[src/rtl/rv32_pkg.sv]
// Shared rv32 core types and constants used by the fetch stage and its FIFO.
package rv32_pkg;

    typedef logic [31:0] rv32_word;
    typedef logic [31:0] instr_t;

    // Canonical no-op: addi x0, x0, 0.
    localparam instr_t   RV32_NOP      = 32'h0000_0013;
    localparam rv32_word RV32_RESET_PC = 32'h0000_0000;

    // One buffered fetch result: the instruction word and the address it came from.
    typedef struct packed {
        instr_t   instr;
        rv32_word pc;
    } fetch_entry_t;

    // Force a byte address onto a word boundary.
    function automatic rv32_word word_align(input rv32_word addr);
        return addr & 32'hFFFF_FFFC;
    endfunction

endpackage

[src/rtl/rv32_fetch_fifo.sv]
// Small synchronous FIFO holding fetched {instr, pc} pairs between memory and decode.
module rv32_fetch_fifo
    import rv32_pkg::*;
#(
    parameter int DEPTH = 2,
    parameter int CNT_W = $clog2(DEPTH + 1)
) (
    input  logic             clk,
    input  logic             resetn,
    input  logic             push,
    input  fetch_entry_t     push_data,
    input  logic             pop,
    input  logic             flush,
    output fetch_entry_t     head,
    output logic [CNT_W-1:0] count
);

    localparam int PTR_W = $clog2(DEPTH);

    fetch_entry_t     mem_q [DEPTH];
    logic [PTR_W-1:0] wr_ptr_q;
    logic [PTR_W-1:0] rd_ptr_q;
    logic [CNT_W-1:0] count_q;

    // Pointer, occupancy and storage update; flush empties the queue in one cycle.
    always_ff @(posedge clk or negedge resetn) begin
        if (!resetn) begin
            // NOTE: all state here uses non-blocking assignment so every flop samples pre-edge values.
            wr_ptr_q <= '0;
            rd_ptr_q <= '0;
            count_q  <= '0;
            // NOTE: storage is reset as well, so the head reads zero out of reset and no pre-reset word can ever reach decode.
            for (int i = 0; i < DEPTH; i++) begin
                mem_q[i] <= '0;
            end
        end else if (flush) begin
            wr_ptr_q <= '0;
            rd_ptr_q <= '0;
            count_q  <= '0;
        end else begin
            if (push) begin
                mem_q[wr_ptr_q] <= push_data;
                wr_ptr_q        <= wr_ptr_q + 1'b1;
            end
            if (pop) begin
                rd_ptr_q <= rd_ptr_q + 1'b1;
            end
            count_q <= count_q + CNT_W'(push) - CNT_W'(pop);
        end
    end

    assign head  = mem_q[rd_ptr_q];
    assign count = count_q;

endmodule

[src/rtl/rv32_fetch_unit.sv]
// rv32 instruction fetch: owns the PC, issues credit-limited word reads,
// buffers responses with their PCs and hands them to decode; redirect flushes.
module rv32_fetch_unit
    import rv32_pkg::*;
#(
    parameter rv32_word RESET_PC = RV32_RESET_PC,
    parameter int       DEPTH    = 2
) (
    input  logic     clk,
    input  logic     resetn,
    output logic     imem_req_valid,
    input  logic     imem_req_ready,
    output rv32_word imem_req_addr,
    input  logic     imem_rsp_valid,
    input  instr_t   imem_rsp_data,
    input  logic     redirect_valid,
    input  rv32_word redirect_pc,
    output logic     out_valid,
    input  logic     out_ready,
    output instr_t   out_instr,
    output rv32_word out_pc
);

    localparam int CNT_W = $clog2(DEPTH + 1);

    rv32_word         pc_q;
    rv32_word         rsp_pc_q;
    logic [CNT_W-1:0] outstanding_q;
    logic [CNT_W-1:0] outstanding_nxt;
    logic [CNT_W-1:0] drop_q;
    logic             started_q;

    logic [CNT_W-1:0] fifo_count;
    logic [CNT_W:0]   credit_used;
    fetch_entry_t     fifo_head;
    fetch_entry_t     push_entry;
    logic             req_fire;
    logic             rsp_keep;
    logic             fifo_pop;
    rv32_word         redirect_target;

    // Every slot is either outstanding in memory or sitting in the FIFO, so
    // limiting their sum to DEPTH means a response always has room to land.
    assign credit_used     = {1'b0, outstanding_q} + {1'b0, fifo_count};
    assign imem_req_valid  = started_q && !redirect_valid && (credit_used < (CNT_W + 1)'(DEPTH));
    assign imem_req_addr   = pc_q;
    assign req_fire        = imem_req_valid && imem_req_ready;
    assign redirect_target = word_align(redirect_pc);

    // Responses owed to a flushed stream are counted off by drop_q and never buffered.
    assign rsp_keep   = imem_rsp_valid && (drop_q == '0) && !redirect_valid;
    assign push_entry = '{instr: imem_rsp_data, pc: rsp_pc_q};

    assign out_valid = (fifo_count != '0) && !redirect_valid;
    assign fifo_pop  = out_valid && out_ready;
    assign out_instr = fifo_head.instr;
    assign out_pc    = fifo_head.pc;

    // Outstanding count after this cycle's request and response; also the drop count on redirect.
    always_comb begin
        // NOTE: combinational logic uses blocking assignment and gives every output a default first, so no latch is inferred.
        outstanding_nxt = outstanding_q;
        if (req_fire) begin
            outstanding_nxt = outstanding_nxt + CNT_W'(1);
        end
        if (imem_rsp_valid && (outstanding_q != '0)) begin
            outstanding_nxt = outstanding_nxt - CNT_W'(1);
        end
    end

    // PC, response PC, drop counter and start-up flag; redirect overrides normal advance.
    always_ff @(posedge clk or negedge resetn) begin
        if (!resetn) begin
            pc_q          <= RESET_PC;
            rsp_pc_q      <= RESET_PC;
            outstanding_q <= '0;
            drop_q        <= '0;
            started_q     <= 1'b0;
        end else begin
            started_q     <= 1'b1;
            outstanding_q <= outstanding_nxt;
            if (redirect_valid) begin
                pc_q     <= redirect_target;
                rsp_pc_q <= redirect_target;
                drop_q   <= outstanding_nxt;
            end else begin
                if (req_fire) begin
                    pc_q <= pc_q + 32'd4;
                end
                if (rsp_keep) begin
                    rsp_pc_q <= rsp_pc_q + 32'd4;
                end
                if (imem_rsp_valid && (drop_q != '0)) begin
                    drop_q <= drop_q - CNT_W'(1);
                end
            end
        end
    end

    rv32_fetch_fifo #(
        .DEPTH (DEPTH),
        .CNT_W (CNT_W)
    ) u_fifo (
        .clk       (clk),
        .resetn    (resetn),
        .push      (rsp_keep),
        .push_data (push_entry),
        .pop       (fifo_pop),
        .flush     (redirect_valid),
        .head      (fifo_head),
        .count     (fifo_count)
    );

endmodule

[config.mk]
export PLATFORM = sky130hd
export DESIGN_NAME = rv32_fetch_unit
export DESIGN_NICKNAME = d
export VERILOG_FILES = /design/src/rtl/rv32_pkg.sv /design/src/rtl/rv32_fetch_fifo.sv /design/src/rtl/rv32_fetch_unit.sv
export SDC_FILE = /design/constraint.sdc
export NUM_CORES = 1
export LEC_CHECK = 0
export CORE_ASPECT_RATIO = 0.8
export CORE_UTILIZATION = 43
export DETAILED_ROUTE_END_ITERATION = 12
export HOLD_SLACK_MARGIN = 0.1
export PLACE_DENSITY_LB_ADDON = 0.1
export SLEW_MARGIN = 0
export SYNTH_ARGS = -nofsm -noshare
export SYNTH_HDL_FRONTEND = slang
export SYNTH_HIERARCHICAL = 1
export SYNTH_SLANG_ARGS = --single-unit
[constraint.sdc]
create_clock -name clk -period 2.94 [get_ports clk]
set_input_delay 0.588 -clock clk [delete_from_list [all_inputs] [get_ports clk]]
set_output_delay 0.588 -clock clk [all_outputs]
set_load 0.02 [all_outputs]
* After elaboration in Yosys (flattened, before gate mapping)
Cells that the tools add are included.
Word-level totals: bits of input ports 70, logic and storage cells 68, register bits 201, output and inout bits 98
Cells by class: add/subtract/negate cells 10, order comparisons 4, reduce and logical (&&, ||, !) cells 20, mux-type cells 19, bitwise gates (word level) 3
Operators by type and width (number):
- $mux 64 | 4
- $bwmux 128 | 1
- $mux 32 | 4
- $add 32x3->32 const B | 2
- $demux 64 s1 | 1
- $reduce_bool 2->1 | 7
- $logic_and 1x1->1 | 10
- $mux 2 | 5
- $ge 2x2->1 const B | 2
- $mux 1 | 4
- $not 1->2 | 2
- $sub 2x1->2 const B | 2
- $add 2x2->3 | 1
- $lt 3x2->1 const B | 1
- $add 1x1->1 const B | 2
- $add 2x1->2 | 1
- $add 2x1->2 const B | 1
- $logic_not 2->1 | 1
- $lt 2x1->1 const B | 1
- $reduce_and 2->1 | 1
- $sub 2x1->2 | 1
- $logic_not 1->1 | 1
- $not 1->1 | 1

* Logic depth before layout (Yosys ltp)
depth in word-level cells 8, mapped depth 10, depth with buffers taken out 8

* Hierarchy
Netlist, hierarchy kept.
By module, submodules not included:
- rv32_fetch_fifo | area an instance 6048.3 sq um, times used 1, cells an instance 358, sequential area each 3303.2 sq um
- rv32_fetch_unit | area an instance 3823.7 sq um, times used 1, cells an instance 432, sequential area each 1626.6 sq um

* Worst setup path after synthesis
OpenSTA, ideal clock, no wires.
path kind reg2reg, from register outstanding_q[0], to register pc_q[22], in the netlist imem_req_addr[22], period minus slack after synthesis 2.616 ns, data required time 2.789 ns, cell stages (with the launch flop) 11, path slack 0.324 ns, arrival 2.465 ns, library setup time 0.151 ns, cell sequence dfrtp_1 > clkbuf_1 > and2_1 > fa_1 > nor4b_4 > and2_1 > buf_4 > nor2_1 > clkbuf_2 > o21ai_0 > o311ai_0
On the way: longest elaborated chain between the ends 5
RTL lines:
- start: declaration | RTL line rv32_fetch_unit.sv:28 | logic [CNT_W-1:0] outstanding_q;
- start signal: assignment | RTL line rv32_fetch_unit.sv:81 | outstanding_q <= outstanding_nxt;
- $add 2x2->3 | RTL line rv32_fetch_unit.sv:44 | assign credit_used = {1'b0, outstanding_q} + {1'b0, fifo_count};
- $lt 3x2->1 | RTL line rv32_fetch_unit.sv:45 | assign imem_req_valid = started_q && !redirect_valid && (credit_used < (CNT_W + 1)'(DEPTH));
- $logic_and 1x1->1 | RTL line rv32_fetch_unit.sv:45
- via imem_req_valid | RTL line rv32_fetch_unit.sv:11 | output logic imem_req_valid,
- $logic_and 1x1->1 | RTL line rv32_fetch_unit.sv:47 | assign req_fire = imem_req_valid && imem_req_ready;
- $reduce_bool 2->1 (no source line)
- end signal: assignment | RTL line rv32_fetch_unit.sv:83 | pc_q <= redirect_target;
- end signal: assignment | RTL line rv32_fetch_unit.sv:88 | pc_q <= pc_q + 32'd4;
- end: declaration | RTL line rv32_fetch_unit.sv:26 | rv32_word pc_q;
The timed path passes the listed nets, and every way through them passes these cells. A chain may end at the register's enable or synchronous reset.

* Worst setup path in the final report
from register u_fifo.count_q[0], in the netlist u_fifo/count[0], to output imem_req_valid
On the way: longest elaborated chain between the ends 3
RTL lines:
- start: declaration | RTL line rv32_fetch_fifo.sv:23 | logic [CNT_W-1:0] count_q;
- start signal: assignment | RTL line rv32_fetch_fifo.sv:48 | count_q <= count_q + CNT_W'(push) - CNT_W'(pop);
- $add 2x2->3 | RTL line rv32_fetch_unit.sv:44
- $lt 3x2->1 | RTL line rv32_fetch_unit.sv:45
- $logic_and 1x1->1 | RTL line rv32_fetch_unit.sv:45
- end: declaration | RTL line rv32_fetch_unit.sv:11
Every way passes these cells.

==> flow_metrics.py <==
metrics = {
    "run_status": {
        "status": "finished, final reports clean",
    },
    "floorplan": {
        "core_um2": 22500,
        "die_width_um": 171,
        "die_h_um": 138,
        "rows": 49,
        "die_area_um2": 23600,
        "start_util": 0.439,
        "io_pins": 168,
    },
    "drt": {
        "via_per_inst": 5.26,
        "dr.pass1.iters": 5,
        "drtAntennaViolNets": 0,
        "drcViolationCount": 0,
        "drt_iter0_markers": 382,
        "num_vias": 6733,
        "wire_per_inst_um": 17.4,
        "totalWireLength_mm": 22.3,
    },
    "power_and_ir_drop": {
        "vdd_drop_max_mv": 0.444,
        "leakage_nw": 5.51,
        "p_per_area_nw_per_um2": 811,
        "power.total_mw": 10.1,
    },
    "cts": {
        "cts_buffers": 17,
        "cts_tree": "done",
        "cts_buffer_depth": 2,
        "clkSlewWorstSetupHoldPaths_ns": 0.08,
        "cts_sinks": 197,
        "hold_buffers": 0,
        "htree_num_levels": 4,
        "clock_latency_ns": 0.43,
        "root_buffer": "clkbuf_16",
    },
    "worst_setup_path": {
        "critical_path_class": "reg2out",
        "path_max_fanout": 3,
        "r2r_slack_ns": 0.26,
        "r2r-end": "imem_req_addr[28]",
        "crit_chain": "and2_1 -> fa_1 -> nor4b_4 -> dlygate4sd2_1",
        "worstPathRequired_ns": 2.35,
        "critical-path-max-stage-delay_ns": 0.48,
        "critPathLaunchType": "flip-flop",
        "reg2reg_depth": 9,
        "worstReg2RegStart": "u_fifo/count[0]",
        "cp_data_arrival_time_ns": 2.20,
        "cpMaxStageDelayCell": "fa_1",
        "worst_setup_path_end_kind": "primary output",
    },
    "layout": {
        "final_layout_size_suffix_gt1_frac": 0.269,
        "final_common_cell": "dfrtp_1",
        "diodes": 0,
        "final_cell_mix": "dfrtp_1 (196), clkdlybuf4s50_1 (160), mux2_2 (127)",
        "final_cells": 1281,
        "fin_util": 0.555,
        "fin_area_um2": 12500,
        "layout.nets": 1039,
        "area_growth_pct": 26.5,
    },
    "timing": {
        "report.final.slew_viol_count": 0,
        "worst_pin_slew_ns": 0.668,
        "finalClockSkew_ns": 0.0110,
        "rsz0062_at_grt": "no",
        "fin_crit_sh": 0.947,
        "tns_ns": 0,
        "hold_viol": 0,
        "slew_headroom": 0.551,
        "finalCriticalPeriod_ns": 2.78,
        "fmax_mhz": 359,
        "setup_violations": 0,
    },
    "yosys": {
        "yosys.area_share.adder": 0.00963,
        "mappedNetlistArea_um2": 9870,
        "syn_inst": 790,
        "synth-compound-area-share": 0.0594,
        "ys_seq_area_frac": 0.499,
        "synthArstFlopShare": 1.00,
        "synth-xor-area-share": 0.0316,
        "yosysWarnings": 6,
        "synth_ff_type": "dfrtp_1",
        "ys_ff_latch": 197,
        "synth_cell_type_count": 61,
        "synth_mux_area_frac": 0.246,
        "yosys.area_share.simple": 0.112,
        "synth_edf_count": 0,
        "synth_top_family_by_area": "multiplexers",
        "synth.avg_cell_area_um2": 12.5,
    },
    "placed_design": {
        "place_hpwl_mm": 15.6,
        "port-buffer-count": 163,
        "dpl.cell_count": 1249,
        "gp_congestion": 0.836,
        "post_dp_cell_area_um2": 11900,
    },
    "global_route": {
        "grt_pass1_vias": 6478,
        "grt_overflow": 0,
        "grt_max_degree": 70,
        "grt_pass1_wl_mm": 35.9,
        "grtUsageTotal": 0.198,
        "antenna_found_initial": 0,
    },
    "min_path": {
        "hp-class": "in2async",
    },
    "flow_run": {
        "cap_viol_max_count": 0,
    },
}
-- per-stage QoR --
stage               hold WS [ns]  setup WS [ns]
CTS                        0.164          0.108
finish                     0.147          0.156
global placement           0.469          0.294
global route               0.177         0.0622
detailed placement         0.475          0.261
floorplan                  0.292          0.324
-- cell families (layout without fill, tap and decap cells) --
group	Yosys count	count (layout)
AOI/OAI and AO/OA	93	93
adders and majority gates	7	7
other	2	7
DFF	197	197
and+or+nand+nor	203	203
buffers and inverters	58	238
muxes	196	196
xor gates and xnor gates	34	34
-- timing repair --
item	CTS	global route
buffers inserted	0	0
setup endpoints to repair	1	0
endpoints found under the hold margin	0	0
gates resized for setup	1	0
-- where the power goes --
group          switching, mW  leakage, nW  internal [mW]  total [mW]
Sequential             0.475         2.52           3.42        3.90
Clock                   1.14        0.311           1.39        2.53
Combinational           1.63         2.67           2.07        3.70
Total                   3.25         5.51           6.88        10.1
-- worst max-delay path by stage --
| stage | startpoint | to | slack [ns] |
|---|---|---|---|
| 6_report | u_fifo/count[0] | imem_req_valid | 0.16 |
| 5_1_grt | u_fifo/count[0] | imem_req_valid | 0.06 |
| 4_1_cts | u_fifo/count[0] | imem_req_valid | 0.11 |
| 3_5_place_dp | imem_rsp_valid | u_fifo/mem_q[115] | 0.26 |
| 3_3_place_gp | u_fifo/count[0] | imem_req_addr[28] | 0.29 |
| 2_1_floorplan | outstanding_q[0] | imem_req_addr[22] | 0.32 |
-- state kept, by name, summed over array words and instances (netlist names) --
register / count
drop_q: 2
u_fifo/mem_q: 128
u_fifo/count: 2
rsp_pc_q: 30
started_q: 1
outstanding_q: 2
u_fifo/wr_ptr_q: 1
u_fifo/rd_ptr_q: 1
imem_req_addr: 30
-- layer usage --
metal | vias to the layer above | part of all wire | track usage
met3 | 7 | 0.062 | 0.0508
met4 | 0 | 0.0045 | 0.0382
met2 | 207 | 0.42 | 0.283
met5 | - | 0 | 0
li1 | 3200 | - | -
met1 | 3319 | 0.52 | 0.300
-- cells in the mapped netlist, types with 10 or more instances --
library cell	n	area (um2)
dfrtp_1	197	4930
o211ai_1	11	82.6
xor2_1	10	87.6
nor3_1	11	55.1
xnor2_1	23	201
clkbuf_1	11	41.3
o21ai_0	44	220
mux2_2	127	1430
nand3_1	26	130
inv_1	15	56.3
mux2_4	60	901
nor2_1	30	113
nand4_1	17	106
nand2_1	65	244
and3_1	11	68.8
-- cell type report --
| class | instances | area [um2] |
|---|---|---|
| inverter | 16 | 60.1 |
| sequential | 197 | 4930 |
| clock buffer | 18 | 429 |
| tap | 306 | 383 |
| multi-input combinational | 540 | 4560 |
| fill | 1932 | 10000 |
| timing repair buffer | 190 | 1920 |
| clock inverter | 14 | 206 |
-- critical path: cells and delay by family (launching register included) --
kind,cells,cell delay [ns]
buffers and inverters,1,0.38
adder cells (fa/ha/maj),1,0.48
AND/OR/NAND/NOR,2,0.50
flip-flops,1,0.40
Note: power is estimated with default switching activity, not from simulation.
